==> src/rtl/lut_eval_seq.sv <==
//------------------------------------------------------------------------------
// Module      : lut_eval_seq
// Description : Registered truth-table evaluator with a ready/valid input and
//               output stage and a serially reloadable, double-buffered table.
//               Define LUT_EVAL_TOGGLE_CNT_EN to add the toggle_cnt output.
// Revision    : 1.0 - initial release
//------------------------------------------------------------------------------
`default_nettype none

module lut_eval_seq #(
    parameter int                 N_IN       = 3,
    parameter logic [2**N_IN-1:0] INIT_TABLE = 8'h78
) (
    input  logic            clk,
    input  logic            rst,
    input  logic [N_IN-1:0] in_data,
    input  logic            in_valid,
    output logic            in_ready,
    output logic            out,
    output logic            out_valid,
    input  logic            out_ready,
    input  logic            cfg_start,
    input  logic            cfg_valid,
    input  logic            cfg_bit,
    output logic            cfg_done,
    output logic            busy
`ifdef LUT_EVAL_TOGGLE_CNT_EN
    ,
    output logic [15:0]     toggle_cnt
`endif
);

    localparam int              c_DEPTH    = 2**N_IN;
    localparam logic [N_IN-1:0] c_LAST_IDX = N_IN'(c_DEPTH - 1);

    typedef enum logic [0:0] {
        ST_RUN  = 1'b0,
        ST_LOAD = 1'b1
    } state_t;

    state_t               r_state;
    state_t               w_state_next;
    logic [c_DEPTH-1:0]   r_table_a;
    logic [c_DEPTH-1:0]   r_table_s;
    logic [c_DEPTH-1:0]   w_shadow_next;
    logic [N_IN-1:0]      r_idx;
    logic                 r_cfg_done;
    logic                 r_out;
    logic                 r_out_valid;
    logic                 w_accept;
    logic                 w_result;
    logic                 w_cfg_write;
    logic                 w_commit;
    logic                 w_idx_clear;

    //--------------------------------------------------------------------------
    // Load-control FSM
    //--------------------------------------------------------------------------
    always_ff @(posedge clk) begin
        if (rst) begin
            r_state <= ST_RUN;
        end else begin
            r_state <= w_state_next;
        end
    end

    always_comb begin
        w_state_next = r_state;
        w_cfg_write  = 1'b0;
        w_commit     = 1'b0;
        w_idx_clear  = 1'b0;
        case (r_state)
            ST_RUN: begin
                if (cfg_start) begin
                    w_state_next = ST_LOAD;
                    w_idx_clear  = 1'b1;
                end
            end
            ST_LOAD: begin
                // A restart wins over a data bit presented in the same cycle.
                if (cfg_start) begin
                    w_idx_clear = 1'b1;
                end else if (cfg_valid) begin
                    w_cfg_write = 1'b1;
                    if (r_idx == c_LAST_IDX) begin
                        w_commit     = 1'b1;
                        w_state_next = ST_RUN;
                    end
                end
            end
            default: begin
                w_state_next = ST_RUN;
            end
        endcase
    end

    // Shadow contents including this cycle's bit, so the commit sees the final bit.
    always_comb begin
        w_shadow_next = r_table_s;
        if (w_cfg_write) begin
            w_shadow_next[r_idx] = cfg_bit;
        end
    end

    //--------------------------------------------------------------------------
    // Table storage and load index
    //--------------------------------------------------------------------------
    always_ff @(posedge clk) begin
        if (rst) begin
            r_table_a  <= INIT_TABLE;
            r_table_s  <= INIT_TABLE;
            r_idx      <= '0;
            r_cfg_done <= 1'b0;
        end else begin
            r_cfg_done <= w_commit;
            r_table_s  <= w_shadow_next;
            if (w_idx_clear) begin
                r_idx <= '0;
            end else if (w_cfg_write) begin
                r_idx <= r_idx + N_IN'(1);
            end
            if (w_commit) begin
                r_table_a <= w_shadow_next;
            end
        end
    end

    //--------------------------------------------------------------------------
    // Evaluation pipeline: one output register, full throughput
    //--------------------------------------------------------------------------
    assign in_ready = !r_out_valid || out_ready;
    assign w_accept = in_valid && in_ready;
    // Reads the active table as it stands before any same-edge commit.
    assign w_result = r_table_a[in_data];

    always_ff @(posedge clk) begin
        if (rst) begin
            r_out       <= 1'b0;
            r_out_valid <= 1'b0;
        end else if (w_accept) begin
            r_out       <= w_result;
            r_out_valid <= 1'b1;
        end else if (out_ready) begin
            r_out_valid <= 1'b0;
        end
    end

`ifdef LUT_EVAL_TOGGLE_CNT_EN
    logic [15:0] r_toggle_cnt;

    // r_out always holds the previous accepted result (0 straight after reset).
    always_ff @(posedge clk) begin
        if (rst) begin
            r_toggle_cnt <= 16'd0;
        end else if (w_accept && (w_result != r_out) && (r_toggle_cnt != 16'hFFFF)) begin
            r_toggle_cnt <= r_toggle_cnt + 16'd1;
        end
    end

    assign toggle_cnt = r_toggle_cnt;
`endif

    assign out       = r_out;
    assign out_valid = r_out_valid;
    assign cfg_done  = r_cfg_done;
    assign busy      = (r_state == ST_LOAD);

endmodule

`default_nettype wire

==> config.mk <==
export PLATFORM = sky130hd
export DESIGN_NAME = lut_eval_seq
export DESIGN_NICKNAME = d
export VERILOG_FILES = /design/src/rtl/lut_eval_seq.sv
export SDC_FILE = /design/constraint.sdc
export NUM_CORES = 1
export LEC_CHECK = 0
export ABC_AREA = 1
export BUFFER_PORTS_ARGS = -buffer_cell sky130_fd_sc_hd__buf_2
export CAP_MARGIN = 20
export CORE_ASPECT_RATIO = 1.2
export CORE_MARGIN = 2
export CORE_UTILIZATION = 50
export DETAILED_ROUTE_END_ITERATION = 16
export GPL_TIMING_DRIVEN = 0
export PLACE_DENSITY = 0.71
export SETUP_SLACK_MARGIN = 0.2
export SYNTH_ARGS = -nofsm -noshare
export SYNTH_HDL_FRONTEND = slang
export SYNTH_SLANG_ARGS = --single-unit
==> constraint.sdc <==
create_clock -name clk -period 1.9 [get_ports clk]
set_input_delay 0.095 -clock clk [delete_from_list [all_inputs] [get_ports clk]]
set_output_delay 0.095 -clock clk [all_outputs]
set_load 0.05 [all_outputs]
==> results of run 1 <==
-- final timing paths --
kind	endpoint	slack, ns
worst max-delay path	r_table_a[6]	0.39
worst min-delay path	out_valid	0.08
worst max register to register	r_table_a[6]	0.39
worst min register to register	out	0.48
-- metrics by stage --
| step | worst slack [ns] | utilization [%] |
|---|---|---|
| floorplan | 0.336 | - |
| global placement | 0.332 | 57.7 |
| detailed placement | 0.301 | 57.7 |
| CTS | 0.277 | 59.0 |
| global route | 0.205 | 59.1 |
| finish | 0.390 | 59.1 |
-- registers in the layout (all words and copies together), names as in the netlist --
| signal | count |
|---|---|
| cfg_done | 1 |
| r_idx | 3 |
| out_valid | 1 |
| r_table_s | 8 |
| busy | 1 |
| r_table_a | 8 |
| out | 1 |
-- power by group through the flow --
stage,Combinational [mW],Clock (mW),Sequential [mW]
after floorplan,0.0384,0,0.520
after global placement,0.0787,0,0.504
after detailed placement,0.0809,0,0.504
after CTS,0.0812,0.236,0.494
after global routing,0.0889,0.256,0.495
final,0.0799,0.222,0.493
-- cell families after synthesis --
logic type	share of synthesized area (%)
flops	42.2
buf+inv	12.5
fa+ha+maj	2.29
compound gates	12.3
simple gates	30.8
-- timing repair --
action,4_1_cts,5_1_grt
gates resized for setup,0,2
hold buffers,0,0
buffers inserted,0,0
endpoints found under the setup margin,0,7
-- cells in the final DEF, fill, tap and decap left out, types with 2 or more instances in the layout --
cell,instances
nand2_1,42
inv_1,31
nor2_4,2
dfxtp_2,2
o21ai_0,4
clkbuf_1,2
o21ai_2,2
o21ai_1,2
nor2_1,13
nand3_1,11
a21oi_1,14
nor3_1,3
dfxtp_1,21
clkbuf_4,3
ha_1,2
nand2_2,2
inv_2,2
buf_2,14
-- metal layers --
layer	share of wire [%]	vias up	wire (µm)
met5	0	-	0
met4	2.6	0	52
met3	2.9	4	57
met2	51	15	1000
met1	44	414	870
li1	-	524	-
-- final cells by class --
class	instances	share of cell area, %
buffer	3	1.02
clock buffer	3	1.84
clock inverter	1	0.409
inverter	33	10.1
multi-input combinational	101	40.4
sequential	23	37.8
tap	30	3.06
timing repair buffer	13	5.31
-- worst max-delay path, delay by kind of cell, from the launching register on --
family | cells | cell delay, ns
AOI/OAI and AO/OA | 2 | 0.19
adders and majority gates | 2 | 0.33
buffers and inverters | 1 | 0.19
DFF | 1 | 0.41
and+or+nand+nor | 3 | 0.30
==> impl_metrics.csv, run 1 <==
group,metric,value,unit
yosys,syn_area_per_cell,6.83,µm²
power_and_ir_drop,p_per_area,649,mW/mm²
clock_tree,clock_latency,0.30,ns
timing,period_minus_slack,1.51,ns
power_and_ir_drop,power_frac_seq,62.1,%
global_routing,grt_pass1_vias,873,
floorplanning,rows,18,
power_and_ir_drop,power.share.clock,27.9,%
yosys,syn_area,0.00109,mm²
clock_tree,clkSinkCount,23,
worst_setup_path,required,2.11,ns
worst_hold_path,hold_path.class,"in -> reg",
power_and_ir_drop,ir_worst_vdd,446,µV
layout,fillers,211,
clock_tree,numCtsBuffers,3,
timing,drv_slew,0,
yosys,yosysTopAreaCellShare,42.2,%
global_routing,grtUsageMet3,2.94,%
floorplanning,die_area,0.00258,mm²
floorplanning,core,0.00207,mm²
timing,slew_headroom,71.3,%
power_and_ir_drop,p_leak,0.639,nW
worst_setup_path,slowest_stage,"dfxtp_2",
layout,n_antenna_cell,0,
clock_tree,cts_root_buffer,"clkbuf_4",
global_routing,overflow,0,
floorplanning,die_y,55.2,µm
worst_setup_path,crit_path_max_fanout,10,
timing,fin_setup_tns,0,ns
worst_setup_path,critPathArrivalTime,1.72,ns
timing,fin_hold_ws,0.0783,ns
layout,nets,190,
detailed_routing,routedWlPerCell,9.57,µm
worst_setup_path,critical-path-max-stage-delay,0.41,ns
place,finalWeightedCongestion,0.903,
timing,tightest_slew,0.431,ns
global_routing,grt_max_degree,14,
place,dp_cells,203,
worst_setup_path,r2r-start,"r_idx[0]",
yosys,synthTopCellsByArea,"dfxtp_1 42%, nand2_1 14%, inv_1 11%",
floorplanning,io_pins,15,
global_routing,grt_use_met1,21.1,%
power_and_ir_drop,finalPower,0.795,mW
floorplanning,die_w,46.7,µm
layout,multiInputGateArea,495,µm²
global_routing,gr-usage-met2,29.4,%
yosys,ys.flop_type,"dfxtp_1",
power_and_ir_drop,combPwrFrac,10.1,%
worst_hold_path,min-delay-start,"out_ready",
yosys,ys_seq_area_share,42.2,%
power_and_ir_drop,switchingPower,0.205,mW
yosys,synth_enable_flop_cells,0,
yosys,synthDistinctLibCells,20,
timing,rsz0062_at_grt,"no",
clock_tree,cts_tree,"done",
global_routing,antenna_found_initial,0,
layout,area_delta_synth_final,12.1,%
place,io_buffers,13,
yosys,synth.most_common_cell,"nand2_1",
floorplanning,initial_core_util,52.7,%
timing,fin_crit_sh,79.5,%
power_and_ir_drop,swShare,25.8,%
worst_setup_path,crit_chain,"ha_1 > ha_1 > nand2_1 > nor2_1 > nand2_1 > buf_2 > a21oi_1 > o21ai_1",
worst_setup_path,ff2ff_path_depth,8,
clock_tree,clockBufferDepth,2,
yosys,synth_fp_nets,172,
place,hpwl,1620,µm
layout,postLayoutCellArea,0.00122,mm²
worst_setup_path,crit_path_start_kind,"flop",
global_routing,grt_pass1_wl,3420,µm
yosys,ys_top_cells_by_count,"42 x nand2_1, 31 x inv_1, 23 x dfxtp_1",
timing,hold_viol,0,
detailed_routing,drt_wl_total,1980,µm
yosys,synth_top_cell_by_area,"dfxtp_1",
detailed_routing,drt_iter0_drc,9,
worst_setup_path,crit_start,"r_idx[0]",
detailed_routing,dr.pass1.iters,4,
timing,fmax,0.662,GHz
timing,skew,0.00148,ns
flow_run,maxCapViolations,0,
layout,instances_no_fill,207,
worst_setup_path,crit_type,"reg -> reg",
global_routing,grt_usage,17.8,%
outcome,status,"completed",
detailed_routing,vias,957,
clock_tree,clk_pin_slew,0.12,ns
clock_tree,htree_num_levels,1,
worst_setup_path,end_kind,"flop",
layout,drive_gt1_share,16.4,%
detailed_routing,viasPerCell,4.62,
yosys,ys.warnings.count,0,
detailed_routing,ant_nets,0,
place,dpl_cell_area,0.00119,mm²
yosys,postSynthCellCount,160,
detailed_routing,drc,0,
power_and_ir_drop,p_int,0.590,mW
timing,finalSetupViolCount,0,
worst_hold_path,hold_depth,4,
global_routing,busiest_layer,"met2",
yosys,async_flop_share,0,%
yosys,synth-seq-cells,23,
layout,register_area,463,µm²
Note: power is estimated with default switching activity, not from simulation.
==> run 2: changes to the inputs <==
- clock period: 1.9 -> 1.5 ns (I/O delays scaled with it)
==> run 2 against run 1 <==
Net effect: sequential share of layout area decreased by 2.3 points; clock-buffer cell count increased by 1; critical path type unchanged; cell count increased by 2.9%; global-route usage increased by 1.6 points.
==> impl_metrics.csv, run 2 (synthesis results as in run 1) <==
group,metric,value,unit
timing,fin_crit_sh,90.2,%
clock_tree,clk_pin_slew,0.12,ns
floorplanning,die_area,0.00258,mm²
detailed_routing,dr.pass1.iters,3,
detailed_routing,drc,0,
place,io_buffers,13,
detailed_routing,drt_iter0_drc,23,
floorplanning,core,0.00207,mm²
timing,fin_setup_tns,0,ns
layout,area_delta_synth_final,21.8,%
worst_setup_path,path_delay_family,"flip-flops",
worst_setup_path,critical-path-max-stage-delay,0.38,ns
worst_setup_path,required,1.72,ns
worst_setup_path,slowest_stage,"dfxtp_4",
place,finalWeightedCongestion,0.875,
power_and_ir_drop,p_int,0.751,mW
timing,tightest_slew,0.479,ns
clock_tree,htree_num_levels,1,
clock_tree,cts_root_buffer,"clkbuf_4",
layout,fillers,201,
timing,rsz0062_at_grt,"yes",
floorplanning,initial_core_util,52.7,%
worst_setup_path,end_kind,"flop",
worst_setup_path,crit_path_start_kind,"flop",
floorplanning,die_w,46.7,µm
layout,drive_gt1_share,25.7,%
power_and_ir_drop,swShare,25.7,%
global_routing,grt_pass1_vias,948,
power_and_ir_drop,finalPower,1.01,mW
power_and_ir_drop,p_per_area,760,mW/mm²
power_and_ir_drop,ir_worst_vdd,688,µV
layout,n_antenna_cell,0,
global_routing,overflow,0,
worst_setup_path,crit_path_max_fanout,5,
outcome,status,"completed",
worst_setup_path,crit_type,"reg -> reg",
layout,top_regs,"r_table_a: 8 flops, r_table_s: 8 flops, r_idx: 3 flops",
power_and_ir_drop,switchingPower,0.260,mW
detailed_routing,vias,1023,
detailed_routing,drt_wl_total,2190,µm
floorplanning,rows,18,
timing,slew_headroom,68.1,%
worst_setup_path,crit_chain,"ha_4 > ha_4 > nand2_2 > nor2_2 > nand2_2 > buf_4 > a21oi_2 > nand2_1",
global_routing,antenna_found_initial,0,
timing,drv_slew,0,
clock_tree,numCtsBuffers,3,
detailed_routing,viasPerCell,4.80,
timing,finalSetupViolCount,0,
layout,final_cell_mix,"39 x nand2_1, 30 x inv_1, 18 x dfxtp_1",
clock_tree,cts_tree,"done",
floorplanning,die_y,55.2,µm
timing,period_minus_slack,1.35,ns
clock_tree,postCtsHoldBufs,0,
worst_hold_path,hold_path.class,"in -> reg",
layout,final_util,64.2,%
power_and_ir_drop,p_leak,0.664,nW
power_and_ir_drop,power_frac_seq,61.7,%
worst_setup_path,path_buf_inv,1,
flow_run,maxCapViolations,0,
power_and_ir_drop,power.share.clock,27.9,%
clock_tree,clock_latency,0.31,ns
timing,fmax,0.739,GHz
timing,skew,0.00254,ns
power_and_ir_drop,combPwrFrac,10.4,%
place,hpwl,1600,µm
global_routing,grt_max_degree,13,
clock_tree,clkSinkCount,23,
detailed_routing,routedWlPerCell,10.3,µm
global_routing,grt_usage,19.4,%
detailed_routing,ant_nets,0,
worst_setup_path,critPathArrivalTime,1.57,ns
clock_tree,clockBufferDepth,2,
layout,final_common_cell,"nand2_1",
layout,nets,196,
timing,hold_viol,0,
floorplanning,io_pins,15,
global_routing,grt_pass1_wl,3730,µm
[run 2: cell count changes in the layout (fill, tap and decap cells not counted), moves of 3 or more]
cell	before	now
a21oi_1	14	11
buf_4	0	6
dfxtp_1	21	18
a21oi_2	0	3
nand2_2	2	5
nand2_1	42	39
[run 2: routing by layer]
layer	vias to the layer above	wire (µm)	GRT usage, %
met1	460	907	21.6
met3	6	56	2.94
met4	0	68	9.52
met2	16	1160	33.7
met5	-	0	0
li1	541	-	-
[run 2: cell type report]
cell class | instances | area (µm²) | share of cell area, %
sequential | 23 | 472 | 35.5
timing repair buffer | 19 | 110 | 8.28
inverter | 33 | 124 | 9.31
clock buffer | 4 | 26.3 | 1.98
multi-input combinational | 101 | 542 | 40.7
buffer | 3 | 18.8 | 1.41
tap | 30 | 37.5 | 2.82
[run 2: worst min-delay path, delay by kind of cell]
| kind | cells | cell delay, ns |
|---|---|---|
| buffers and inverters | 2 | 0.12 |
| AND/OR/NAND/NOR | 1 | 0.06 |
| AO/OA/AOI/OAI | 1 | 0.06 |
[run 2: per-stage QoR]
step                area, µm²  std cells  worst slack (ns)  hold slack (ns)
floorplan                1140        160             0.201            0.215
global placement         1240        203             0.109            0.345
detailed placement       1240        203            0.0962            0.360
CTS                      1310        212             0.181           0.0130
global route             1330        213            0.0940           0.0291
finish                   1330        213             0.147           0.0207
[run 2: repair_timing]
item / CTS / global route
setup buffers: 4 / 1
gates cloned: 1 / 0
pin swaps: 2 / 3
resized for setup: 3 / 5
endpoints found under the setup margin: 7 / 8
[run 2: worst paths after layout]
path                  start      endpoint  slack [ns]  depth (start not counted)
setup reg to reg   r_idx[1]  r_table_a[3]        0.15                          8
setup / recovery   r_idx[1]  r_table_a[3]        0.15                          8
hold / removal    out_ready     out_valid        0.02                          4
hold reg to reg         out           out        0.47                          2
[run 2: power groups by stage]
stage                     logic [mW]  clock network [mW]  registers [mW]
after floorplan               0.0497                   0           0.657
after global placement         0.101                   0           0.637
after detailed placement       0.103                   0           0.637
after CTS                      0.106               0.297           0.623
after global routing           0.117               0.331           0.625
final                          0.105               0.282           0.623
==> run 3: changes to the inputs <==
--- a/config.mk
+++ b/config.mk
@@ -9,10 +9,12 @@
 export BUFFER_PORTS_ARGS = -buffer_cell sky130_fd_sc_hd__buf_2
 export CAP_MARGIN = 20
+export CELL_PAD_IN_SITES_DETAIL_PLACEMENT = 0
+export CELL_PAD_IN_SITES_GLOBAL_PLACEMENT = 2
 export CORE_ASPECT_RATIO = 1.2
 export CORE_MARGIN = 2
-export CORE_UTILIZATION = 50
+export CORE_UTILIZATION = 30
 export DETAILED_ROUTE_END_ITERATION = 16
 export GPL_TIMING_DRIVEN = 0
-export PLACE_DENSITY = 0.71
+export PLACE_DENSITY_LB_ADDON = 0.1
 export SETUP_SLACK_MARGIN = 0.2
 export SYNTH_ARGS = -nofsm -noshare
==> constraint.sdc (replaced) <==
create_clock -name clk -period 1.5 [get_ports clk]
set_input_delay 0 -clock clk [delete_from_list [all_inputs] [get_ports clk]]
set_output_delay 0 -clock clk [all_outputs]
set_load 0.05 [all_outputs]
==> run 3 against run 2 <==
Net effect: largest cell class unchanged; non-clock buffer count grew 1; clock-buffer cell count is 1 lower; die area grew 61%; wire length is 16% higher.
==> impl_metrics.csv, run 3 (synthesis results as in run 1) <==
group,metric,value,unit
worst_setup_path,cp.depth,8,
power_and_ir_drop,ir_worst_vdd,333,µV
floorplanning,initial_core_util,30.6,%
floorplanning,io_pins,15,
timing,fin_crit_sh,86.2,%
layout,final_util,39.3,%
floorplanning,die_area,0.00414,mm²
place,finalWeightedCongestion,0.679,
timing,slew_headroom,63.8,%
timing,drv_slew,0,
layout,drive_gt1_share,27.2,%
detailed_routing,drt_wl_total,2540,µm
clock_tree,htree_num_levels,1,
layout,instances_no_fill,223,
floorplanning,die_y,70.1,µm
layout,top_regs,"r_table_a: 8 flops, r_table_s: 8 flops, r_idx: 3 flops",
timing,skew,0.00602,ns
place,place_ws,0.0728,ns
detailed_routing,drc,0,
worst_setup_path,slowest_stage,"dfxtp_4",
floorplanning,rows,24,
clock_tree,cts_root_buffer,"clkbuf_8",
floorplanning,die_w,59.1,µm
power_and_ir_drop,finalPower,1.13,mW
worst_setup_path,crit_path_max_fanout,5,
layout,n_antenna_cell,0,
global_routing,grt_pass1_vias,948,
timing,rsz0062_at_grt,"yes",
layout,final_common_cell,"nand2_1",
place,io_buffers,13,
layout,nets,197,
timing,tightest_slew,0.543,ns
outcome,status,"completed",
worst_setup_path,path_delay_family,"flip-flops",
layout,area_delta_synth_final,28.4,%
global_routing,grt_max_degree,14,
clock_tree,cts_tree,"done",
clock_tree,numCtsBuffers,3,
worst_setup_path,critPathArrivalTime,1.46,ns
power_and_ir_drop,p_per_area,808,mW/mm²
global_routing,antenna_found_initial,0,
place,dp_cells,212,
detailed_routing,drt_iter0_drc,11,
worst_setup_path,required,1.66,ns
timing,fmax,0.773,GHz
detailed_routing,routedWlPerCell,11.4,µm
detailed_routing,dr.pass1.iters,4,
timing,hold_viol,0,
timing,finalSetupViolCount,0,
global_routing,overflow,0,
power_and_ir_drop,p_leak,0.702,nW
clock_tree,clock_latency,0.27,ns
timing,fin_setup_tns,0,ns
clock_tree,clk_pin_slew,0.09,ns
worst_hold_path,hold_path.class,"in -> reg",
worst_setup_path,crit_chain,"ha_4 > ha_4 > nand2_4 > nor2_4 > nand2_4 > buf_6 > a21oi_2 > o21ai_1",
clock_tree,clockBufferDepth,2,
place,dpl_cell_area,0.00125,mm²
place,hpwl,1890,µm
clock_tree,clkSinkCount,23,
worst_setup_path,end_kind,"flop",
worst_hold_path,hold_depth,3,
worst_setup_path,ff2ff_path_depth,8,
flow_run,maxCapViolations,0,
timing,period_minus_slack,1.29,ns
timing,setup_ws,0.207,ns
layout,final_cell_mix,"39 x nand2_1, 30 x inv_1, 19 x dfxtp_1",
floorplanning,core,0.00357,mm²
worst_setup_path,crit_path_start_kind,"flop",
detailed_routing,viasPerCell,4.52,
timing,fin_hold_ws,0.00954,ns
detailed_routing,ant_nets,0,
detailed_routing,vias,1007,
worst_setup_path,path_buf_inv,1,
global_routing,grt_pass1_wl,4110,µm
global_routing,grt_usage,13.1,%
worst_setup_path,crit_type,"reg -> reg",
worst_setup_path,critical-path-max-stage-delay,0.36,ns
layout,postLayoutCellArea,0.00140,mm²
run 3: layer usage:
layer / track usage (%) / wire length (µm)
met4: 5.30 / 47
met5: 0 / 0
met2: 24.1 / 1360
met1: 14.3 / 1050
met3: 2.22 / 80
run 3: worst reg2reg max path, cell delays in order (launching register included):
cell and delay, ns:
dfxtp_4 0.36, ha_4 0.13, ha_4 0.13, nand2_4 0.05
nor2_4 0.10, nand2_4 0.08, buf_6 0.14, a21oi_2 0.11
o21ai_1 0.07
run 3: final timing paths:
kind	from	endpoint	slack (ns)
worst min-delay path	in_valid	out_valid	0.01
worst max register to register	r_idx[1]	r_table_a[4]	0.21
worst min register to register	out	out	0.47
worst max-delay path	r_idx[1]	r_table_a[4]	0.21
run 3: layout make-up:
type,count,area (µm²)
fill,392,2170
tap,39,48.8
sequential,23,473
clock inverter,1,5.00
buffer,3,18.8
inverter,33,124
timing repair buffer,20,124
multi-input combinational,101,568
clock buffer,3,41.3
run 3: power breakdown:
group | internal, mW | total (mW) | switching (mW)
sequential | 0.615 | 0.622 | 0.00703
clock | 0.186 | 0.399 | 0.213
combinational | 0.0334 | 0.112 | 0.0782
run 3: what timing repair did:
item                                   4_1_cts  5_1_grt
pin swaps                                    4        5
endpoints found under the hold margin        1        0
gates resized for setup                      8        8
hold buffers                                 1        0
buffers inserted                             3        2
setup endpoints to repair                    7        7
gates cloned                                 1        0
